File: src/rtl/mpu_dot_seq.sv
// mpu_dot_seq: dot-product sequencer that serialises a, b and the running sum
// onto a single-port FMA and accumulates its results into a final sum.
`default_nettype none

module mpu_dot_seq #(
  parameter int VEC_LEN = 255,
  parameter int TIMEOUT = 16
) (
  input  logic        clk,
  input  logic        rst,
  input  logic        start_in,
  input  logic [7:0]  len_in,
  input  logic [31:0] a_in,
  input  logic [31:0] b_in,
  input  logic        op_valid_in,
  output logic        op_ready_out,
  output logic        fma_start_out,
  output logic [31:0] fma_float_out,
  input  logic [31:0] fma_result_in,
  input  logic        fma_ready_in,
  input  logic        fma_error_in,
  output logic [31:0] dot_out,
  output logic        dot_valid_out,
  output logic        error_out,
  output logic        busy_out
);

  localparam int TW = $clog2(TIMEOUT + 1);
  localparam logic [TW-1:0] TIMER_LAST = TW'(TIMEOUT - 1);
  localparam logic [7:0] LEN_MAX = (VEC_LEN > 255) ? 8'd255 : 8'(VEC_LEN);

  typedef enum logic [2:0] {
    IDLE, WAIT_OP, SEND_A, SEND_B, SEND_C, WAIT_FMA, DONE, FAULT
  } state_t;

  state_t        state, next_state;
  logic [31:0]   a_q, b_q, acc;
  logic [7:0]    len_q, cnt;
  logic [TW-1:0] timer;
  logic [7:0]    len_clamped;

  // Infinity/NaN (exponent all ones) and denormals are rejected before the FMA.
  function automatic logic bad_op(input logic [31:0] x);
    return (x[30:23] == 8'hFF) || (x[30:23] == 8'h00 && x[22:0] != 23'd0);
  endfunction

  assign len_clamped = (len_in > LEN_MAX) ? LEN_MAX : len_in;

  always_ff @(posedge clk or posedge rst) begin
    if (rst) state <= IDLE;
    else     state <= next_state;
  end

  always_comb begin
    next_state = state;
    case (state)
      IDLE:     if (start_in) next_state = (len_clamped == 8'd0) ? DONE : WAIT_OP;
      WAIT_OP:  if (op_valid_in) next_state = (bad_op(a_in) || bad_op(b_in)) ? FAULT : SEND_A;
      SEND_A:   next_state = SEND_B;
      SEND_B:   next_state = SEND_C;
      SEND_C:   next_state = WAIT_FMA;
      WAIT_FMA: begin
        if (fma_error_in)            next_state = FAULT;
        else if (fma_ready_in)       next_state = (cnt + 8'd1 == len_q) ? DONE : WAIT_OP;
        else if (timer == TIMER_LAST) next_state = FAULT;
      end
      DONE:     next_state = IDLE;
      FAULT:    next_state = IDLE;
      default:  next_state = IDLE;
    endcase
  end

  always_ff @(posedge clk or posedge rst) begin
    if (rst) begin
      a_q   <= 32'h0;
      b_q   <= 32'h0;
      acc   <= 32'h0;
      len_q <= 8'd0;
      cnt   <= 8'd0;
      timer <= '0;
    end else begin
      case (state)
        IDLE: if (start_in) begin
          len_q <= len_clamped;
          acc   <= 32'h0;
          cnt   <= 8'd0;
        end
        WAIT_OP: if (op_valid_in) begin
          a_q <= a_in;
          b_q <= b_in;
        end
        SEND_C: timer <= '0;
        WAIT_FMA: begin
          timer <= timer + TW'(1);
          if (!fma_error_in && fma_ready_in) begin
            acc <= fma_result_in;
            cnt <= cnt + 8'd1;
          end
        end
        FAULT:   acc <= 32'h0;
        default: ;
      endcase
    end
  end

  // Outputs are registered from the state register. op_ready follows the next
  // state so that it drops on the very edge that completes a transfer.
  always_ff @(posedge clk or posedge rst) begin
    if (rst) begin
      op_ready_out  <= 1'b0;
      fma_start_out <= 1'b0;
      fma_float_out <= 32'h0;
      dot_out       <= 32'h0;
      dot_valid_out <= 1'b0;
      error_out     <= 1'b0;
      busy_out      <= 1'b0;
    end else begin
      op_ready_out  <= (next_state == WAIT_OP);
      fma_start_out <= (state == SEND_A);
      dot_valid_out <= (state == DONE);
      error_out     <= (state == FAULT);
      busy_out      <= (state != IDLE);
      case (state)
        SEND_A:  fma_float_out <= a_q;
        SEND_B:  fma_float_out <= b_q;
        SEND_C:  fma_float_out <= acc;
        default: fma_float_out <= 32'h0;
      endcase
      if (state == DONE) dot_out <= acc;
    end
  end

endmodule

`default_nettype wire

File: config.mk
export PLATFORM = sky130hd
export DESIGN_NAME = mpu_dot_seq
export DESIGN_NICKNAME = d
export VERILOG_FILES = /design/src/rtl/mpu_dot_seq.sv
export SDC_FILE = /design/constraint.sdc
export NUM_CORES = 1
export LEC_CHECK = 0
export ABC_AREA = 1
export BUFFER_PORTS_ARGS = -buffer_cell sky130_fd_sc_hd__buf_2
export CAP_MARGIN = 10
export CORE_MARGIN = 2
export CORE_UTILIZATION = 50
export DETAILED_ROUTE_END_ITERATION = 10
export HOLD_SLACK_MARGIN = 0.06
export PLACE_DENSITY = 0.77
export RECOVER_POWER = 50
export SLEW_MARGIN = 20
export SYNTH_ARGS = -nofsm -noshare
export SYNTH_HDL_FRONTEND = slang
export SYNTH_SLANG_ARGS = --single-unit
File: constraint.sdc
create_clock -name clk -period 7.3 [get_ports clk]
set_input_delay 1.46 -clock clk [delete_from_list [all_inputs] [get_ports clk]]
set_output_delay 1.46 -clock clk [all_outputs]
set_load 0.1 [all_outputs]
==> summary.md, run 1 <==
| Metric | Value |
|---|---|
| Status | `finished, violations left` |
| Failing checks | `max-capacitance violations, max-slew violations` |
| Critical path type | `in2async` |
| Clk slew on worst S/H paths | `70 ps` |
| Per-cell routed wire length | `15.6 um` |
| Cts hold-fix bufs | `0` |
| Root buffer cell | `clkbuf_16` |
| Via count | `6749` |
| Post-synthesis sequential area ratio | `0.571` |
| Ranking of synthesized cells by area | `dfrtp_1, nand2_1, o21ai_0, inv_1, nand3_2` |
| Pwr dens | `448 nW/um^2` |
| Clk buf depth | `2` |
| Crit path DAT | `4190 ps` |
| Final setup skew | `7.73 ps` |
| Peak supply drop | `approximately 0.29 mV` |
| Fin crit share | `0.504` |
| Max transition margin | `-0.973` |
| Synthesis-to-layout area growth | `18.9%` |
| Clk_lat worst skew | `430 ps` |
| Final-report setup violation count | `0` |
| Post-Layout Cell Count | `around 1.3k` |
| Initial antenna violation count | `1` |
| Start of the worst register-to-register path | `state[0]` |
| Initial DRC Count | `660` |
| Post-route setup TNS | `0 ps` |
| Die height | `133 um` |
| CP Capture Type | `asynchronous set/reset pin` |
| Largest net degree at the start of global routing | `142` |
| Fmax | `around 270 MHz` |
| Vias in the first global route | `6236` |
| Die span in x | `133 um` |
| Placed cells | `1269` |
| Fin crit period | `3680 ps` |
| WHS | `481 ps` |
| HPWL after DPL | `14600 um` |
| Io pins | `179` |
| Final WL | `20400 um` |
| Slew Limit Fails | `243` |
| Port-buffer cells | `178` |
| CP startpoint | `rst` |
| Top delay family on crit path | `buffers and inverters` |
| CTS sink count | `189` |
| Worst slew pin tran | `2960 ps` |
| Filler Cell Count | `between 1k and 1.5k` |
| Final layout net count | `roughly 1.2k` |
| First-pass GRT wire length | `32600 um` |
| Synth warnings | `0` |
| Core box area | `16400 um^2` |
| Initial core utilization | `0.505` |
| Worst Path Max Fanout | `~140` |
| Crit-path cells | `clkbuf_1, clkinvlp_4, buf_4` |
| Cts repair resizes | `0` |
| CTS tree | `built` |
| Yosys cell types | `34` |
| Post-synthesis register bit count | `189` |
| Overall global routing resource usage | `0.239` |
| HP Start | `dot_out[18]` |
| Worst setup margin | `3620 ps` |
| Worst Hold Class | `reg2reg` |
| Die ar. | `17600 um^2` |
| Gr ovfl total | `0` |
| Post-synthesis average cell area | `roughly 9.1 um^2` |
| Final Util | `0.600` |
| Pre-CTS setup slack | `3730 ps` |
| CP peak stage delay | `around 1800 ps` |
| GPL Wtd Cong | `0.912` |
| Pleak | `4.98 nW` |
| Synth top area share | `0.571` |
| Drt pass-1 iters | `5` |
| Final Hold Fails | `0` |
| DRC viols | `0` |
| Cell Area, Synth | `8290 um^2` |
| Post-CTS Setup Inserts | `0` |
| RSZ-0062 raised after global routing | `false` |
| # H-tree levels | `4` |
| CP Buf/Inv Count | `3` |
| Share of layout cells above drive strength 1 | `0.261` |
| CTS buffer count | `17` |
| Syn Nets | `between 1k and 1.5k` |
| Rows | `47` |
| Routed Antenna Nets | `0` |
| CP required | `7810 ps` |
| Critical path's slowest cell | `clkinvlp_4` |
| CP startpoint kind | `primary input` |
| Max-capacitance violation count | `3` |
| Area leader, netlist | `dfrtp_1` |
| Post-Syn Instances | `roughly 910` |
| Vias per cell | `5.18` |
-- Yosys cell counts, drive strengths merged --
master and n:
o2111ai 1, inv 112, nor3 6, ha 3
xnor2 1, or2 2, nor4 2, mux2 1
o211ai 32, xor2 1, a21oi 5, nand2 264
nand3 74, o21ai 120, buf 15, clkbuf 25
nor2 33, dfrtp 189, clkinv 1, nand4 9
o21bai 1, o22ai 8, a32o 1
-- logic make-up after synthesis --
logic type	synth area share
adder cells (fa/ha/maj)	0.00453
flip-flops	0.571
buffers and inverters	0.0782
AND/OR/NAND/NOR	0.211
multiplexers	0.00136
AO/OA/AOI/OAI	0.132
XOR/XNOR	0.00211
-- worst paths after layout --
path	end	slack [ps]	cells past startpoint
min in group asynchronous	len_q[0]	1900	2
setup reg to reg	acc[31]	4150	9
hold / removal	dot_out[18]	480	2
setup / recovery	dot_out[6]	3620	3
hold reg to reg	dot_out[18]	480	2
max in group clk	acc[31]	3930	6
-- registers in the layout, summed over array words and instances (netlist names), 3 cells and up --
| signal | count |
|---|---|
| len_q | 8 |
| dot_out | 32 |
| b_q | 32 |
| acc | 32 |
| cnt | 8 |
| timer | 5 |
| state | 3 |
| a_q | 32 |
| fma_float_out | 32 |
-- metrics by stage --
step | cell area, um^2 | power, W
floorplan | 8290 | 0.00314
global placement | 9290 | 0.00347
detailed placement | 9290 | 0.00351
CTS | 9880 | 0.00442
global route | 9850 | 0.00464
finish | 9850 | 0.00441
-- cell type report --
class	count	area, um^2	share of cell area
timing repair buffer	183	921	0.0935
multi-input combinational	564	2910	0.295
clock buffer	20	457	0.0464
clock inverter	12	129	0.0131
antenna	1	2.50	0.000254
tap	220	275	0.0279
inverter	113	433	0.0439
sequential	189	4730	0.480
-- tightest hold or removal path, delay by kind of cell (launching register included) --
kind	cells	cell delay, ps
DFF	1	340
and+or+nand+nor	1	50
AOI/OAI and AO/OA	1	60
-- layer usage --
layer / global-route usage / wire length (um) / share of wire / vias up
met5: 0 / 0 / 0 / -
met4: 0.0777 / 444 / 0.022 / 0
met3: 0.0479 / 1330 / 0.065 / 31
met2: 0.358 / 9260 / 0.45 / 243
met1: 0.351 / 9330 / 0.46 / 3208
li1: - / - / - / 3267
-- cells in the final DEF, fill, tap and decap left out, drive strengths merged --
cell type    n
nand2      264
diode        1
o21ai      120
mux2         1
inv        116
clkinvlp     2
a32o         1
o211ai      32
o22ai        8
xor2         1
ha           3
nor2        33
buf        179
o21bai       1
bufinv       1
nand4        9
nor4         2
a21oi        5
or2          2
clkinv       6
nand3       74
clkbuf      24
nor3         6
xnor2        1
o2111ai      1
dfrtp      189
-- report_power, final --
| group | internal [W] | switching, W |
|---|---|---|
| combinational | 0.000362 | 0.00152 |
| clock | 0.000498 | 0.000414 |
| sequential | 0.00142 | 0.000189 |
Note: power is estimated with default switching activity, not from simulation.
==> run 2: changes to the inputs <==
--- a/config.mk
+++ b/config.mk
@@ -5,14 +5,14 @@
 export SDC_FILE = /design/constraint.sdc
 export NUM_CORES = 1
 export LEC_CHECK = 0
-export ABC_AREA = 1
+export ABC_AREA = 0
 export BUFFER_PORTS_ARGS = -buffer_cell sky130_fd_sc_hd__buf_2
 export CAP_MARGIN = 10
 export CORE_MARGIN = 2
-export CORE_UTILIZATION = 50
+export CORE_UTILIZATION = 49
 export DETAILED_ROUTE_END_ITERATION = 10
 export HOLD_SLACK_MARGIN = 0.06
-export PLACE_DENSITY = 0.77
+export PLACE_DENSITY = 0.79
 export RECOVER_POWER = 50
 export SLEW_MARGIN = 20
 export SYNTH_ARGS = -nofsm -noshare
==> constraint.sdc (replaced) <==
create_clock -name clk -period 3 [get_ports clk]
set_input_delay 0.6 -clock clk [delete_from_list [all_inputs] [get_ports clk]]
set_output_delay 0.6 -clock clk [all_outputs]
set_load 0.1 [all_outputs]
==> run 2 against run 1 <==
  * The run now ends clean
  * Largest power group unchanged
  * Worst setup slack worse by 3200 ps
  * Cell count is 12% lower
  * Utilization is 0.74 points higher
  * Synthesized cell count is 18% lower
  * Critical endpoint is now acc[10]
  * Count of clock-buffer cells in the layout is 2 lower
  * Critical path type is now reg2reg
  * Die area is 1.1% lower
  * Highest routed layer unchanged
  * Sequential cell count stayed put
  * Non-clock buffer count is 6 higher
  * Combinational power grew to 3.0 times the previous value
==> summary.md, run 2 <==
| Metric | Value |
|---|---|
| Post-synthesis sequential area ratio | `0.589 (was 0.571)` |
| Sequential cell area | `4730 um^2 (unchanged)` |
| Worst slew pin tran | `1210 ps (was 2960 ps)` |
| Initial core utilization | `0.504 (was 0.505)` |
| Vias in the first global route | `5855 (was 6236)` |
| CP peak stage delay | `680 ps (was 1750 ps)` |
| P_int | `0.00622 W (was 0.00228 W)` |
| Via count | `6095 (was 6749)` |
| P_sw | `0.00604 W (was 0.00213 W)` |
| Crit-path cells | `clkbuf_2, and3_1, nor3_4, buf_4, o21ai_0 (was clkbuf_1, clkinvlp_4, buf_4)` |
| Filler Cell Count | `1322 (was 1417)` |
| CP startpoint kind | `register (was primary input)` |
| Routed Antenna Nets | `0 (unchanged)` |
| Pleak | `4.77 nW (was 4.98 nW)` |
| Synth top area share | `0.589 (was 0.571)` |
| CP Buf/Inv Count | `2 (was 3)` |
| Number of flops mapped to enable cells by yosys | `0 (unchanged)` |
| Final WL | `19500 um (was 20400 um)` |
| Gr ovfl total | `0 (unchanged)` |
| Clk slew on worst S/H paths | `70 ps (about the same)` |
| Clk network pwr share | `0.181 (was 0.207)` |
| Fin crit period | `2550 ps` |
| Sw Ratio | `0.493 (was 0.482)` |
| Slew Limit Fails | `0 (was 243)` |
| RSZ-0062 raised after global routing | `false (unchanged)` |
| Max transition margin | `0.194 (was -0.973)` |
| Die span in x | `132 um (was 133 um)` |
| Flop pwr share | `0.350 (was 0.366)` |
| Io pins | `179 (unchanged)` |
| Vias per cell | `5.34 (was 5.18)` |
| Share of layout cells above drive strength 1 | `0.330 (was 0.261)` |
| GPL Wtd Cong | `0.827 (was 0.912)` |
| Yosys cell types | `49 (was 34)` |
| Die height | `132 um (was 133 um)` |
| Rows | `46 (was 47)` |
| Final-report setup violation count | `0 (unchanged)` |
| Top delay family on crit path | `buffers and inverters (unchanged)` |
| CTS buffer count | `17 (unchanged)` |
| Root buffer cell | `clkbuf_16 (unchanged)` |
| Commonest cells after routing, fill and taps aside | `nand2_1, dfrtp_1, buf_2 (unchanged)` |
| Placed cells | `1108 (was 1269)` |
| DRC viols | `0 (unchanged)` |
| Clk buf depth | `2 (unchanged)` |
| Worst Path Max Fanout | `64 (was 141)` |
| Pwr dens | `1270 nW/um^2 (was 448 nW/um^2)` |
| Per-cell routed wire length | `17.1 um (was 15.6 um)` |
| Core box area | `15900 um^2 (was 16400 um^2)` |
| Fmax | `approximately 390 MHz` |
| Cell Area, Synth | `8030 um^2 (was 8290 um^2)` |
| Final layout net count | `1024 (was 1181)` |
| # H-tree levels | `4 (unchanged)` |
| Comb power frac | `0.469 (was 0.428)` |
| Post-CTS Setup Inserts | `0 (unchanged)` |
| CTS tree | `built (unchanged)` |
| CTS sink count | `189 (unchanged)` |
| Crit path DAT | `2830 ps (was 4190 ps)` |
| Area leader, netlist | `dfrtp_1 (unchanged)` |
| Synth warnings | `0 (unchanged)` |
| Final Hold Fails | `0 (unchanged)` |
| Die ar. | `17400 um^2 (was 17600 um^2)` |
| HPWL after DPL | `14400 um (was 14600 um)` |
| CP required | `3280 ps (was 7810 ps)` |
| Largest net degree at the start of global routing | `90 (was 142)` |
| Post-synthesis register bit count | `189 (unchanged)` |
| Initial antenna violation count | `1 (unchanged)` |
| Post-synth top cells | `nand2_1, dfrtp_1, o21ai_0 (was nand2_1, dfrtp_1, inv_1)` |
| Post-synth ARST share | `1.00 (unchanged)` |
| Post-synthesis average cell area | `10.8 um^2 (was 9.15 um^2)` |
| Critical path's slowest cell | `clkbuf_2 (was clkinvlp_4)` |
| Most common cell after layout, fill and taps aside | `nand2_1 (unchanged)` |
| Max-capacitance violation count | `0 (was 3)` |
| Cts repair resizes | `0 (unchanged)` |
| Fin crit share | `0.850` |
| Syn Nets | `857 (was 1019)` |
| Post-Syn Instances | `744 (was 906)` |
| WHS | `388 ps (was 481 ps)` |
| First-pass GRT wire length | `31700 um (was 32600 um)` |
| Final setup skew | `9.09 ps (was 7.73 ps)` |
| Ranking of synthesized cells by area | `dfrtp_1, mux2_2, nand2_1, o21ai_0, mux2i_1 (was dfrtp_1, nand2_1, o21ai_0, inv_1, nand3_2)` |
| Most frequent cell after synthesis | `nand2_1 (unchanged)` |
| Overall global routing resource usage | `0.233 (was 0.239)` |
| Status | `completed (was finished, violations left)` |
| Initial DRC Count | `475 (was 660)` |
| CP Capture Type | `register (was asynchronous set/reset pin)` |
| Clk_lat worst skew | `430 ps (about the same)` |
| Area of the multi-input gates | `3100 um^2 (was 2910 um^2)` |
| Port-buffer cells | `178 (unchanged)` |
| Drt pass-1 iters | `4 (was 5)` |
| Worst Hold Class | `in2async (was reg2reg)` |
| Most used DFF post-synth | `dfrtp_1 (unchanged)` |
| Total Power | `0.0123 W (was 0.00441 W)` |
| Critical path type | `reg2reg (was in2async)` |
| Synthesis-to-layout area growth | `20.7% (was 18.9%)` |
| Cts hold-fix bufs | `0 (unchanged)` |
| Post-Layout Cell Count | `1141 (was 1302)` |
| Peak supply drop | `0.786 mV (was 0.290 mV)` |
==> run 2: changes by cell type in the layout (fill, tap and decap cells not counted), sizes merged, moves of 8 or more <==
| cell | delta |
|---|---|
| nor4 | +15 |
| nand2 | -53 |
| mux2 | +71 |
| inv | -100 |
| mux2i | +33 |
| o211ai | -29 |
| nor2 | -15 |
| nand3 | -67 |
| o21ai | -37 |
| o22ai | -8 |
==> run 2: power by group through the flow <==
stage                     Clock [W]  Sequential (W)  Combinational [W]
after floorplan                   0         0.00687            0.00197
after detailed placement          0         0.00432            0.00575
after CTS                   0.00225         0.00429            0.00577
after global placement            0         0.00429            0.00567
after global routing        0.00237         0.00442            0.00605
final                       0.00222         0.00429            0.00575
==> run 2: path summary, 6_finish.rpt <==
kind / cells after the start / from / end / slack (ps)
min in group clk: 3 / fma_result_in[5] / acc[5] / 400
max: 5 / state[0] / acc[10] / 450
max in group asynchronous: 3 / rst / len_q[7] / 810
min reg2reg: 2 / dot_out[28] / dot_out[28] / 470
max reg2reg: 5 / state[0] / acc[10] / 450
min: 2 / rst / acc[2] / 390
==> run 2: per-stage QoR <==
step | instance area [um^2] | TNS (ps) | utilization | setup slack, ps
after global placement | 9150 | 0 | 0.574 | 657
after global routing | 9690 | 0 | 0.608 | 259
final | 9690 | 0 | 0.608 | 451
after floorplan | 8040 | -6520 | - | -34.5
after CTS | 9730 | 0 | 0.611 | 750
after detailed placement | 9150 | 0 | 0.574 | 577
==> run 2: area by class of cell <==
cell class,instances,area share
Timing Repair Buffer,189,0.101
Tap cell,216,0.0279
Multi-Input combinational cell,507,0.320
Antenna cell,1,0.000258
Sequential cell,189,0.488
Clock buffer,18,0.0453
Clock inverter,14,0.0150
Inverter,7,0.00284
==> run 2: metal layers <==
layer | part of all wire | vias to the layer above | GRT usage
met3 | 0.050 | 28 | 0.0361
met2 | 0.44 | 220 | 0.332
met5 | 0 | - | 0
met4 | 0.024 | 0 | 0.0870
li1 | - | 2883 | -
met1 | 0.48 | 2964 | 0.362
==> run 2: cells by family (layout without fill, tap and decap cells) <==
kind of cell | after synthesis | count (layout) | synth area share
flops | 189 | 189 | 0.589
compound gates | 105 | 105 | 0.0746
xor+xnor | 11 | 11 | 0.0120
other cells | 0 | 1 | 0
buf+inv | 48 | 228 | 0.0269
fa+ha+maj | 3 | 3 | 0.00467
mux | 105 | 105 | 0.142
simple gates | 283 | 283 | 0.151
==> run 3: changes to the inputs <==
--- a/config.mk
+++ b/config.mk
@@ -5,7 +5,7 @@
 export SDC_FILE = /design/constraint.sdc
 export NUM_CORES = 1
 export LEC_CHECK = 0
-export ABC_AREA = 0
+export ABC_AREA = 1
 export BUFFER_PORTS_ARGS = -buffer_cell sky130_fd_sc_hd__buf_2
 export CAP_MARGIN = 10
 export CORE_MARGIN = 2
==> constraint.sdc (replaced) <==
create_clock -name clk -period 2.06 [get_ports clk]
set_input_delay 0.412 -clock clk [delete_from_list [all_inputs] [get_ports clk]]
set_output_delay 0.412 -clock clk [all_outputs]
set_load 0.1 [all_outputs]
==> run 3 against run 2 <==
  * Clock power grew 56%
  * Cell area increased by 4.2%
  * Total power rose by 31%
  * Sequential cell count unchanged
  * Via count is 12% higher
  * Largest power group unchanged
  * Highest routed layer unchanged
==> summary.md, run 3 (synthesized netlist as in run 1, its figures left out) <==
| Metric | Value |
|---|---|
| Initial DRC Count | `535 (was 475)` |
| Gr ovfl total | `0 (unchanged)` |
| Port-buffer cells | `178 (unchanged)` |
| Die ar. | `18000 um^2 (was 17400 um^2)` |
| Share of layout cells above drive strength 1 | `0.280 (was 0.330)` |
| Fin crit share | `0.937 (was 0.850)` |
| FF-to-FF End | `acc[30] (was acc[10])` |
| Final Util | `0.609 (was 0.608)` |
| Io pins | `179 (unchanged)` |
| Design area | `10100 um^2 (was 9690 um^2)` |
| Initial antenna violation count | `1 (unchanged)` |
| Drt pass-1 iters | `5 (was 4)` |
| Final layout net count | `1197 (was 1024)` |
| Hold Crit Depth | `3` |
| Routed Antenna Nets | `0 (unchanged)` |
| Total Power | `0.0161 W (was 0.0123 W)` |
| Post-CTS Setup Inserts | `0 (unchanged)` |
| Hold Path End | `a_q[31]` |
| Via count | `6853 (was 6095)` |
| Clk_lat worst skew | `440 ps (was 430 ps)` |
| Core box area | `16600 um^2 (was 15900 um^2)` |
| Synthesis-to-layout area growth | `21.9% (was 20.7%)` |
| Die height | `134 um (was 132 um)` |
| FF-to-FF path depth | `8 (was 5)` |
| Crit path DAT | `2260 ps (was 2830 ps)` |
| CP startpoint kind | `register (unchanged)` |
| R2R Setup Slk | `130 ps (was 450 ps)` |
| Critical path type | `reg2reg (unchanged)` |
| Clk buf depth | `2 (unchanged)` |
| Filler Cell Count | `1468 (was 1322)` |
| Worst slew pin tran | `745 ps (was 1210 ps)` |
| Pwr dens | `1600 nW/um^2 (was 1270 nW/um^2)` |
| Most common cell after layout, fill and taps aside | `nand2_1 (unchanged)` |
| Vias per cell | `5.20 (was 5.34)` |
| Final setup skew | `8.10 ps (was 9.09 ps)` |
| CP Capture Type | `register (unchanged)` |
| Per-cell routed wire length | `16.3 um (was 17.1 um)` |
| CP required | `2390 ps (was 3280 ps)` |
| Pleak | `5.11 nW (was 4.77 nW)` |
| First-pass GRT wire length | `33400 um (was 31700 um)` |
| Die span in x | `134 um (was 132 um)` |
| Worst setup margin | `130 ps (was 451 ps)` |
| CTS buffer count | `17 (unchanged)` |
| Initial core utilization | `0.500 (was 0.504)` |
| Final WL | `21500 um (was 19500 um)` |
| Overall global routing resource usage | `0.242 (was 0.233)` |
| Final Hold Fails | `0 (unchanged)` |
| GPL Wtd Cong | `0.950 (was 0.827)` |
| Peak supply drop | `0.792 mV (was 0.786 mV)` |
| Fin crit period | `1930 ps (was 2550 ps)` |
| CTS sink count | `189 (unchanged)` |
| Slew Limit Fails | `0 (unchanged)` |
| Fmax | `518 MHz (was 392 MHz)` |
| DRC viols | `0 (unchanged)` |
| # H-tree levels | `4 (unchanged)` |
| CTS tree | `built (unchanged)` |
| Root buffer cell | `clkbuf_16 (unchanged)` |
| Max transition margin | `0.503 (was 0.194)` |
| Largest net degree at the start of global routing | `109 (was 90)` |
| Pre-CTS setup slack | `94.6 ps (was 577 ps)` |
| Worst Path Max Fanout | `32 (was 64)` |
| HP Start | `a_in[31]` |
| Rows | `47 (was 46)` |
| Clk slew on worst S/H paths | `80 ps (was 70 ps)` |
| Worst Hold Class | `in2reg (was in2async)` |
| Status | `completed (unchanged)` |
| Dpl cell area | `9450 um^2 (was 9150 um^2)` |
| HPWL after DPL | `15200 um (was 14400 um)` |
| WHS | `159 ps (was 388 ps)` |
| Vias in the first global route | `6333 (was 5855)` |
| Start of the worst register-to-register path | `state[2] (was state[0])` |
| Commonest cells after routing, fill and taps aside | `nand2_1, dfrtp_1, buf_2 (unchanged)` |
| Max-capacitance violation count | `0 (unchanged)` |
| Final-report setup violation count | `0 (unchanged)` |
-- run 3: cell types whose count changed in the layout (fill, tap and decap cells not counted), sizes merged, moves of 15 or more --
cell    change
nor4       -15
mux2       -71
o21ai      +37
nand3      +67
nor2       +15
inv       +104
o211ai     +29
mux2i      -33
nand2      +53
-- run 3: area by class of cell --
class,count,area (um^2),area share
Sequential cell,189,4730,0.468
Multi-Input combinational cell,564,2940,0.291
Timing Repair Buffer,199,1100,0.109
Inverter,113,430,0.0426
Clock buffer,17,425,0.0421
Tap cell,220,275,0.0272
Clock inverter,15,196,0.0194
Antenna cell,1,2.50,0.000248
-- run 3: worst max-delay path, cell delays in order, from the launching register on --
cell and delay [ps]:
dfrtp_1 460, inv_1 170, nand2_2 130, o2111ai_4 240, o21ai_4 140, or2_4 290
buf_16 200, nand3_1 120, o21ai_2 70
-- run 3: worst max path at each step --
stage	startpoint	end	slack (ps)	depth (start not counted)
after floorplan	rst	a_q[0]	-790	1
after CTS	state[0]	acc[30]	80	10
after detailed placement	state[0]	acc[31]	90	10
after global placement	cnt[0]	op_ready_out	160	15
final	state[2]	acc[30]	130	8
after global routing	cnt[1]	op_ready_out	-9	14
-- run 3: timing repair --
| action | 4_1_cts | 5_1_grt |
|---|---|---|
| resized for setup | 0 | 7 |
| hold buffers | 1 | 0 |
| setup endpoints to repair | 0 | 14 |
| hold endpoints to repair | 11 | 0 |
-- run 3: power by group --
group	internal, W	switching, W
clock	0.00187	0.00159
combinational	0.00143	0.00550
sequential	0.00504	0.000683
total	0.00834	0.00778
-- run 3: stage by stage --
stage | cells | TNS (ps)
after global placement | 1283 | 0
after global routing | 1318 | -8.79
final | 1318 | 0
after floorplan | 906 | -148640
after detailed placement | 1283 | 0
after CTS | 1316 | 0
-- run 3: per-layer routing --
layer,track usage,share of wire,routed length [um]
met5,0,0,0
met2,0.354,0.45,9730
met4,0.0854,0.027,571
met1,0.358,0.45,9720
met3,0.0540,0.069,1470
